==> config.mk <==
export PLATFORM = sky130hd
export DESIGN_NAME = fsm_vedacao
export DESIGN_NICKNAME = d
export VERILOG_FILES = /design/src/rtl/fsm_vedacao.sv
export SDC_FILE = /design/constraint.sdc
export NUM_CORES = 1
export LEC_CHECK = 0
export CAP_MARGIN = 5
export CORE_MARGIN = 5
export CORE_UTILIZATION = 51
export DETAILED_ROUTE_END_ITERATION = 16
export PLACE_DENSITY = 0.7
export SLEW_MARGIN = 20
export SYNTH_ARGS = -nofsm -noshare
export SYNTH_HDL_FRONTEND = slang
export SYNTH_SLANG_ARGS = --single-unit
==> constraint.sdc <==
create_clock -name clk -period 4.4 [get_ports clk]
set_clock_uncertainty 0.05 [all_clocks]
set_input_delay 0.88 -clock clk [delete_from_list [all_inputs] [get_ports clk]]
set_output_delay 0.88 -clock clk [all_outputs]
set_load 0.1 [all_outputs]
==> src/rtl/fsm_vedacao.sv <==
// Cork-capper sequencer: seals one bottle per command and tracks the cork stock.
// Optional low-stock warning is enabled by defining the macro ROLHA_AVISO_EN.
module fsm_vedacao #(
  parameter int unsigned TEMPO_VEDACAO   = 25000000,
  parameter int unsigned ESTOQUE_INICIAL = 20,
  parameter int unsigned REPOSICAO       = 15,
  parameter int unsigned MAX_ROLHAS      = 99
) (
  input  logic       clk,
  input  logic       reset_n,
  input  logic       cmd_vedar,
  input  logic       repor_rolhas,
  output logic       vedacao_concluida,
  output logic       alarme_rolha,
  output logic       atuador_vedacao,
  output logic [6:0] rolhas_restantes,
  output logic       aviso_rolha_baixa
);

  typedef enum logic [2:0] {
    IDLE              = 3'd0,
    VEDANDO           = 3'd1,
    CONCLUIDO         = 3'd2,
    AGUARDA_LIBERACAO = 3'd3,
    SEM_ROLHA         = 3'd4
  } state_t;

  localparam logic [25:0] TEMPO_LAST = 26'(TEMPO_VEDACAO - 1);
  localparam logic [7:0]  MAX8       = 8'(MAX_ROLHAS);
  localparam logic [7:0]  REP8       = 8'((REPOSICAO > MAX_ROLHAS) ? MAX_ROLHAS : REPOSICAO);
  localparam logic [6:0]  INIT7      = 7'((ESTOQUE_INICIAL > MAX_ROLHAS) ? MAX_ROLHAS : ESTOQUE_INICIAL);

  state_t      state, state_nxt;
  logic [25:0] timer, timer_nxt;
  logic [6:0]  count_nxt;
  logic [7:0]  sum;
  logic        dec;

  // NOTE: every always_comb output gets a default first so no path leaves it unassigned (no latch).
  always_comb begin
    state_nxt = state;
    timer_nxt = timer;
    dec       = 1'b0;
    case (state)
      IDLE: begin
        if (cmd_vedar) begin
          if (rolhas_restantes != 7'd0) begin
            state_nxt = VEDANDO;
            timer_nxt = '0;
          end else begin
            state_nxt = SEM_ROLHA;
          end
        end
      end
      VEDANDO: begin
        // Dropping the command aborts the seal; the cork is not consumed.
        if (!cmd_vedar) begin
          state_nxt = IDLE;
        end else if (timer == TEMPO_LAST) begin
          state_nxt = CONCLUIDO;
          dec       = 1'b1;
        end else begin
          timer_nxt = timer + 26'd1;
        end
      end
      CONCLUIDO:         state_nxt = AGUARDA_LIBERACAO;
      AGUARDA_LIBERACAO: if (!cmd_vedar) state_nxt = IDLE;
      SEM_ROLHA:         if (!cmd_vedar) state_nxt = IDLE;
      default:           state_nxt = IDLE;
    endcase

    // Decrement first, then refill, then clamp: gives min(count-1+REPOSICAO, MAX).
    sum = {1'b0, rolhas_restantes} - {7'd0, dec && (rolhas_restantes != 7'd0)};
    if (repor_rolhas) sum = sum + REP8;
    if (sum > MAX8) sum = MAX8;
    count_nxt = sum[6:0];
  end

  // NOTE: sequential state uses non-blocking assignments so all flops update together at the edge.
  always_ff @(posedge clk or negedge reset_n) begin
    if (!reset_n) begin
      state             <= IDLE;
      timer             <= '0;
      rolhas_restantes  <= INIT7;
      alarme_rolha      <= (INIT7 == 7'd0);
      atuador_vedacao   <= 1'b0;
      vedacao_concluida <= 1'b0;
    end else begin
      state             <= state_nxt;
      timer             <= timer_nxt;
      rolhas_restantes  <= count_nxt;
      alarme_rolha      <= (count_nxt == 7'd0);
      atuador_vedacao   <= (state_nxt == VEDANDO);
      vedacao_concluida <= (state_nxt == CONCLUIDO);
    end
  end

`ifdef ROLHA_AVISO_EN
  always_ff @(posedge clk or negedge reset_n) begin
    if (!reset_n) aviso_rolha_baixa <= 1'b0;
    else          aviso_rolha_baixa <= (count_nxt >= 7'd1) && (count_nxt <= 7'd5);
  end
`else
  assign aviso_rolha_baixa = 1'b0;
`endif

endmodule
==> results of run 1 <==
cells by family after synthesis:
group | after synthesis | share of synthesized area (%)
XOR/XNOR | 10 | 3.40
AND/OR/NAND/NOR | 128 | 29.4
other | 1 | 0.146
AO/OA/AOI/OAI | 71 | 20.8
buffers and inverters | 24 | 3.94
adder cells (fa/ha/maj) | 4 | 1.94
multiplexers | 6 | 2.33
flip-flops | 39 | 38.0
metal layers:
layer	vias to the layer above	global-route usage, %	part of all wire [%]
li1	1111	-	-
met1	1087	30.1	51
met2	45	29.8	44
met3	6	3.66	4.1
met4	0	5.24	1.1
met5	-	0	0
how the worst max path moves through the flow:
stage                         from  cells past startpoint  slack [ns]                  end
6_report                 cmd_vedar                     13        0.75  rolhas_restantes[1]
2_1_floorplan  rolhas_restantes[5]                     13        0.59  rolhas_restantes[0]
5_1_grt                  cmd_vedar                     10        0.55  rolhas_restantes[0]
4_1_cts                  cmd_vedar                     10        0.78  rolhas_restantes[1]
3_5_place_dp             cmd_vedar                     10        0.51  rolhas_restantes[1]
3_3_place_gp             cmd_vedar                     10        0.53  rolhas_restantes[0]
Yosys cell counts, types with 2 or more instances:
library cell and instances:
or3_1 4, a21oi_1 9, and2_1 6, o21a_1 2, nor3b_1 3, o311ai_0 10
nor4b_2 2, dfstp_2 2, buf_2 3, nand2b_1 2, nand3b_1 3, and4_1 3
mux2i_1 6, or2_2 12, nor4_1 3, nand2_1 28, clkbuf_1 8, a311o_1 2
nor2b_1 5, buf_4 2, o21bai_1 2, o31ai_1 9, nor3_1 5, nand4_1 8
and4b_1 2, dfrtp_1 37, and3_1 7, or4_1 5, xor2_1 3, or3_2 2
nor2_1 11, inv_1 11, xnor2_1 7, a211oi_1 5, ha_1 4, nand3_1 11
o21ai_0 9, o211ai_1 6
area by class of cell:
cell class / count / area share, %
clock buffer: 7 / 3.02
multi-input combinational: 220 / 52.3
clock inverter: 1 / 0.175
timing repair buffer: 19 / 5.95
sequential: 39 / 34.2
tap: 67 / 2.93
inverter: 11 / 1.44
power breakdown:
| group | switching, mW | total, mW | leakage (nW) | internal (mW) |
|---|---|---|---|---|
| Sequential | 0.0904 | 0.504 | 0.521 | 0.413 |
| Combinational | 0.514 | 0.744 | 0.579 | 0.230 |
| Clock | 0.119 | 0.245 | 0.0482 | 0.126 |
| Total | 0.723 | 1.49 | 1.15 | 0.770 |
metrics by stage:
| step | hold slack, ns | worst slack, ns | instances | instance area, sq um |
|---|---|---|---|---|
| final | 0.480 | 0.750 | 364 | 2860 |
| after global routing | 0.491 | 0.545 | 364 | 2860 |
| after CTS | 0.474 | 0.784 | 364 | 2860 |
| after detailed placement | 0.468 | 0.508 | 356 | 2770 |
| after global placement | 0.458 | 0.528 | 356 | 2770 |
| after floorplan | 0.432 | 0.588 | 283 | 2570 |
flip-flops by register name, summed over array words and instances (netlist names):
name / count
alarme_rolha: 1
atuador_vedacao: 1
rolhas_restantes: 7
state: 3
timer: 26
vedacao_concluida: 1
worst max-delay path, stage by stage:
cell	delay (ns)
clkdlybuf4s50_1	0.48
inv_1	0.06
nor4b_2	0.25
and2_1	0.18
nor2b_1	0.21
ha_1	0.23
xnor2_1	0.19
ha_1	0.25
nand2b_1	0.07
a21oi_1	0.31
o22ai_1	0.18
and2_1	0.19
o311ai_0	0.30
==> flow_summary.json, run 1 <==
{
  "setup_viol": 0,
  "wl_per_cell_microns": 16.3,
  "ir_worst_vdd_uv": 432,
  "clk_latency_ns": 0.28,
  "grt_overflow_total": 0,
  "yosys_warnings": 0,
  "track_usage_pct": 20.1,
  "cts_tree": "done",
  "syn_nets": 291,
  "p_per_area_nw_per_um2": 522,
  "final_util_pct": 59.4,
  "post-route-period-util_pct": 83.0,
  "post_cts_buffers": 0,
  "status": "finished clean",
  "worstHoldPathType": "flip-flop to flip-flop",
  "worstHoldStart": "timer[0]",
  "slew_viol_final": 0,
  "rrSetupSlack_ns": 0.83,
  "synth-seq-cells": 39,
  "die-area_sq_um": 6570,
  "drt_iter0_markers": 131,
  "period_needed_ns": 3.65,
  "cts-root-buf": "clkbuf_8",
  "min_delay_path_depth": 1,
  "multiInputGateArea_sq_um": 1500,
  "final_hold_viol_count": 0,
  "drive_gt1_share_pct": 12.5,
  "fmax_ghz": 0.274,
  "vias": 2249,
  "numCtsBuffers": 5,
  "ff_latch_area_sq_um": 978,
  "ant_nets": 0,
  "wirelength_microns": 5950,
  "synthArstFlopShare_pct": 100,
  "reg2reg_depth": 12,
  "diodes": 0,
  "power_leakage_nw": 1.15,
  "cp_max_fo": 5,
  "io_pins": 15,
  "n_fill_cell": 432,
  "r2r-start": "rolhas_restantes[2]",
  "crit_path_start_kind": "input port",
  "fp-row-count": 25,
  "dr.pass1.iters": 4,
  "clock-sinks": 39,
  "cts-resized-gates": 0,
  "yosys-top-cells-area": "dfrtp_1 36%, nand2_1 4.1%, o311ai_0 3.4%, or2_2 2.9%, o31ai_1 2.6%",
  "cp.required_ns": 4.52,
  "critPathCaptureType": "flip-flop",
  "synth_top_area_share_pct": 36.0,
  "grt_max_degree": 40,
  "final_common_cell": "dfrtp_1",
  "layout.nets": 304,
  "crit_type": "input port to flip-flop",
  "synth_largest_area_cell": "dfrtp_1",
  "whs_endpoint": "timer[0]",
  "htree_levels": 2,
  "portBuffers": 13,
  "die_h_microns": 81.1,
  "avgViaCountPerCell": 6.18,
  "ys_types": 62,
  "core-area_sq_um": 4820,
  "synth_edf_count": 0,
  "rsz0062_at_grt": "false",
  "syn_inst": 283,
  "clk_pin_slew_ns": 0.07,
  "slew-limit-headroom_pct": 34.9,
  "grt_antenna_before_repair": 0,
  "syn2layout_area_growth_pct": 11.1,
  "final_cell_mix": "37 x dfrtp_1, 28 x nand2_1, 12 x or2_2, 12 x clkdlybuf4s50_1",
  "fin_setup_tns_ns": 0,
  "timing.rr.end": "rolhas_restantes[1]",
  "grt_pass1_wl_microns": 10400,
  "start_util_pct": 53.5,
  "place_congestion": 0.865,
  "drcViolationCount": 0,
  "cts_buffer_depth": 2,
  "worstMarginPinSlew_ns": 0.974,
  "ctsHoldBuffers": 0,
  "avgSynthCellArea_sq_um": 9.10,
  "synthFlopType": "dfrtp_1",
  "place_hpwl_microns": 4190,
  "power_mw": 1.49,
  "synth_area_sq_um": 2570,
  "chipWidth_microns": 81.1,
  "seq_area_frac_synth_pct": 38.0,
  "grt_pass1_vias": 2115,
  "max_cap_viol_count": 0,
  "crit_arrival_ns": 3.77
}
Power figures use the tool's default switching activity.
==> inputs of run 2 (changes only) <==
--- a/config.mk
+++ b/config.mk
@@ -9,7 +9,7 @@
 export CORE_MARGIN = 5
 export CORE_UTILIZATION = 51
 export DETAILED_ROUTE_END_ITERATION = 16
-export PLACE_DENSITY = 0.7
+export PLACE_DENSITY = 0.73
 export SLEW_MARGIN = 20
 export SYNTH_ARGS = -nofsm -noshare
 export SYNTH_HDL_FRONTEND = slang
==> constraint.sdc (replaced) <==
create_clock -name clk -period 3.2 [get_ports clk]
set_clock_uncertainty 0.05 [all_clocks]
set_input_delay 0.64 -clock clk [delete_from_list [all_inputs] [get_ports clk]]
set_output_delay 0.64 -clock clk [all_outputs]
set_load 0.1 [all_outputs]
==> run 2 against run 1 <==
  * Sequential share of layout area down 5.6 points
  * Register-to-register slack worse by 0.80 ns
  * Sequential cell count unchanged
  * Largest cell class unchanged
  * Die area unchanged
  * Critical path type is now flip-flop to flip-flop
  * Critical path depth down 2
==> flow_summary.json, run 2 (synthesis gave the netlist of run 1 again) <==
{
  "grt_overflow_total": 0,
  "portBuffers": 13,
  "dr.pass1.iters": 5,
  "met1Wirelength_microns": 3300,
  "period_needed_ns": 3.17,
  "worstHoldPathType": "input port to asynchronous set/reset pin",
  "worstMarginPinSlew_ns": 0.977,
  "drt_iter0_markers": 206,
  "crit_arrival_ns": 3.31,
  "power_leakage_nw": 1.48,
  "top_register": "timer",
  "stdcell_area_sq_um": 3500,
  "critPathCaptureType": "flip-flop",
  "place_hpwl_microns": 5040,
  "clk_pin_slew_ns": 0.07,
  "die-area_sq_um": 6570,
  "htree_levels": 2,
  "status": "finished clean",
  "syn2layout_area_growth_pct": 36.0,
  "die_h_microns": 81.1,
  "fmax_ghz": 0.315,
  "grt_max_degree": 40,
  "slew_viol_final": 0,
  "slew-limit-headroom_pct": 34.6,
  "dr_wl_met2_microns": 3400,
  "whs_ns": 0.405,
  "fp-row-count": 25,
  "core-area_sq_um": 4820,
  "grt_antenna_before_repair": 0,
  "cp.required_ns": 3.33,
  "p_per_area_nw_per_um2": 721,
  "drcViolationCount": 0,
  "numCtsBuffers": 5,
  "diodes": 0,
  "ir_worst_vdd_uv": 999,
  "avgViaCountPerCell": 6.23,
  "crit_type": "flip-flop to flip-flop",
  "final_util_pct": 72.7,
  "grt_pass1_vias": 2457,
  "ant_nets": 0,
  "drive_gt1_share_pct": 37.9,
  "wl_met3_microns": 401,
  "clk_latency_ns": 0.29,
  "setup_viol": 0,
  "place_congestion": 0.848,
  "cts_buffer_depth": 2,
  "dpl_cell_area_sq_um": 3200,
  "critPathSlowestCell": "or4_4",
  "crit_chain": "or4_4 > or2_4 > nor2_4 > nor2b_4 > ha_4 > buf_6 > nor4b_4 > or4_1 > a211o_1 > and2_4 > o311ai_2",
  "ctsHoldBuffers": 0,
  "cp_slowest_stage_delay_ns": 0.53,
  "grt_pass1_wl_microns": 12000,
  "max_cap_viol_count": 0,
  "wirelength_microns": 7210,
  "final_hold_viol_count": 0,
  "top_regs": "timer x26, rolhas_restantes x7, state x3",
  "vias": 2586,
  "post-route-period-util_pct": 99.2,
  "power_mw": 2.52,
  "crit_path_start_kind": "flip-flop",
  "rsz0062_at_grt": "true",
  "cts_tree": "done",
  "cts-root-buf": "clkbuf_8",
  "start_util_pct": 53.5,
  "chipWidth_microns": 81.1,
  "wl_per_cell_microns": 17.4,
  "io_pins": 15,
  "track_usage_pct": 23.5,
  "instances_no_fill": 415,
  "final_common_cell": "buf_4",
  "largest_reg_flops": 26,
  "top_layer_used": "met4",
  "clock-sinks": 39,
  "dp.cells": 403,
  "cp_max_fo": 5,
  "final_cell_mix": "65 x buf_4, 33 x dfrtp_1, 27 x nand2_1",
  "layout.nets": 355
}
[run 2: layer usage]
layer | vias up | track usage (%)
met3 | 14 | 4.99
li1 | 1215 | -
met4 | 0 | 5.57
met2 | 102 | 38.0
met5 | - | 0
met1 | 1255 | 32.1
[run 2: layout make-up]
class / count / area [sq um]
timing repair buffer: 70 / 538
multi-input combinational: 220 / 1730
sequential: 39 / 1000
fill: 354 / 1320
tap: 67 / 83.8
inverter: 11 / 41.3
clock buffer: 7 / 76.3
clock inverter: 1 / 30.0
[run 2: final timing paths]
check,from,endpoint,slack (ns),depth (start not counted)
worst max-delay path,rolhas_restantes[2],rolhas_restantes[1],0.03,11
worst min-delay path,reset_n,state[2],0.40,1
worst max register to register,rolhas_restantes[2],rolhas_restantes[1],0.03,11
worst min register to register,timer[19],timer[19],0.51,2
max in group asynchronous,reset_n,rolhas_restantes[1],2.05,1
min in group clk,timer[19],timer[19],0.51,2
[run 2: per-stage QoR]
stage | worst slack (ns) | setup TNS, ns
final | 0.0251 | 0
after global routing | -0.121 | -0.393
after CTS | 0.0125 | 0
after detailed placement | -0.488 | -3.37
after global placement | -0.380 | -2.59
after floorplan | -0.0406 | -0.0960
[run 2: worst max-delay path: cells and delay by family, from the launching register on]
kind | cells | cell delay [ns]
AO/OA/AOI/OAI | 2 | 0.56
buffers and inverters | 1 | 0.11
adder cells (fa/ha/maj) | 1 | 0.16
flip-flops | 1 | 0.46
AND/OR/NAND/NOR | 7 | 1.72
[run 2: repair_timing]
action / 4_1_cts / 5_1_grt
endpoints found under the setup margin: 7 / 7
resized for setup: 18 / 13
pin swaps: 7 / 8
buffers inserted: 1 / 4
[run 2: power by group]
group / internal [mW] / switching [mW] / total (mW)
Sequential: 0.589 / 0.0586 / 0.647
Combinational: 0.538 / 0.934 / 1.47
Clock: 0.233 / 0.172 / 0.405
Total: 1.36 / 1.16 / 2.52
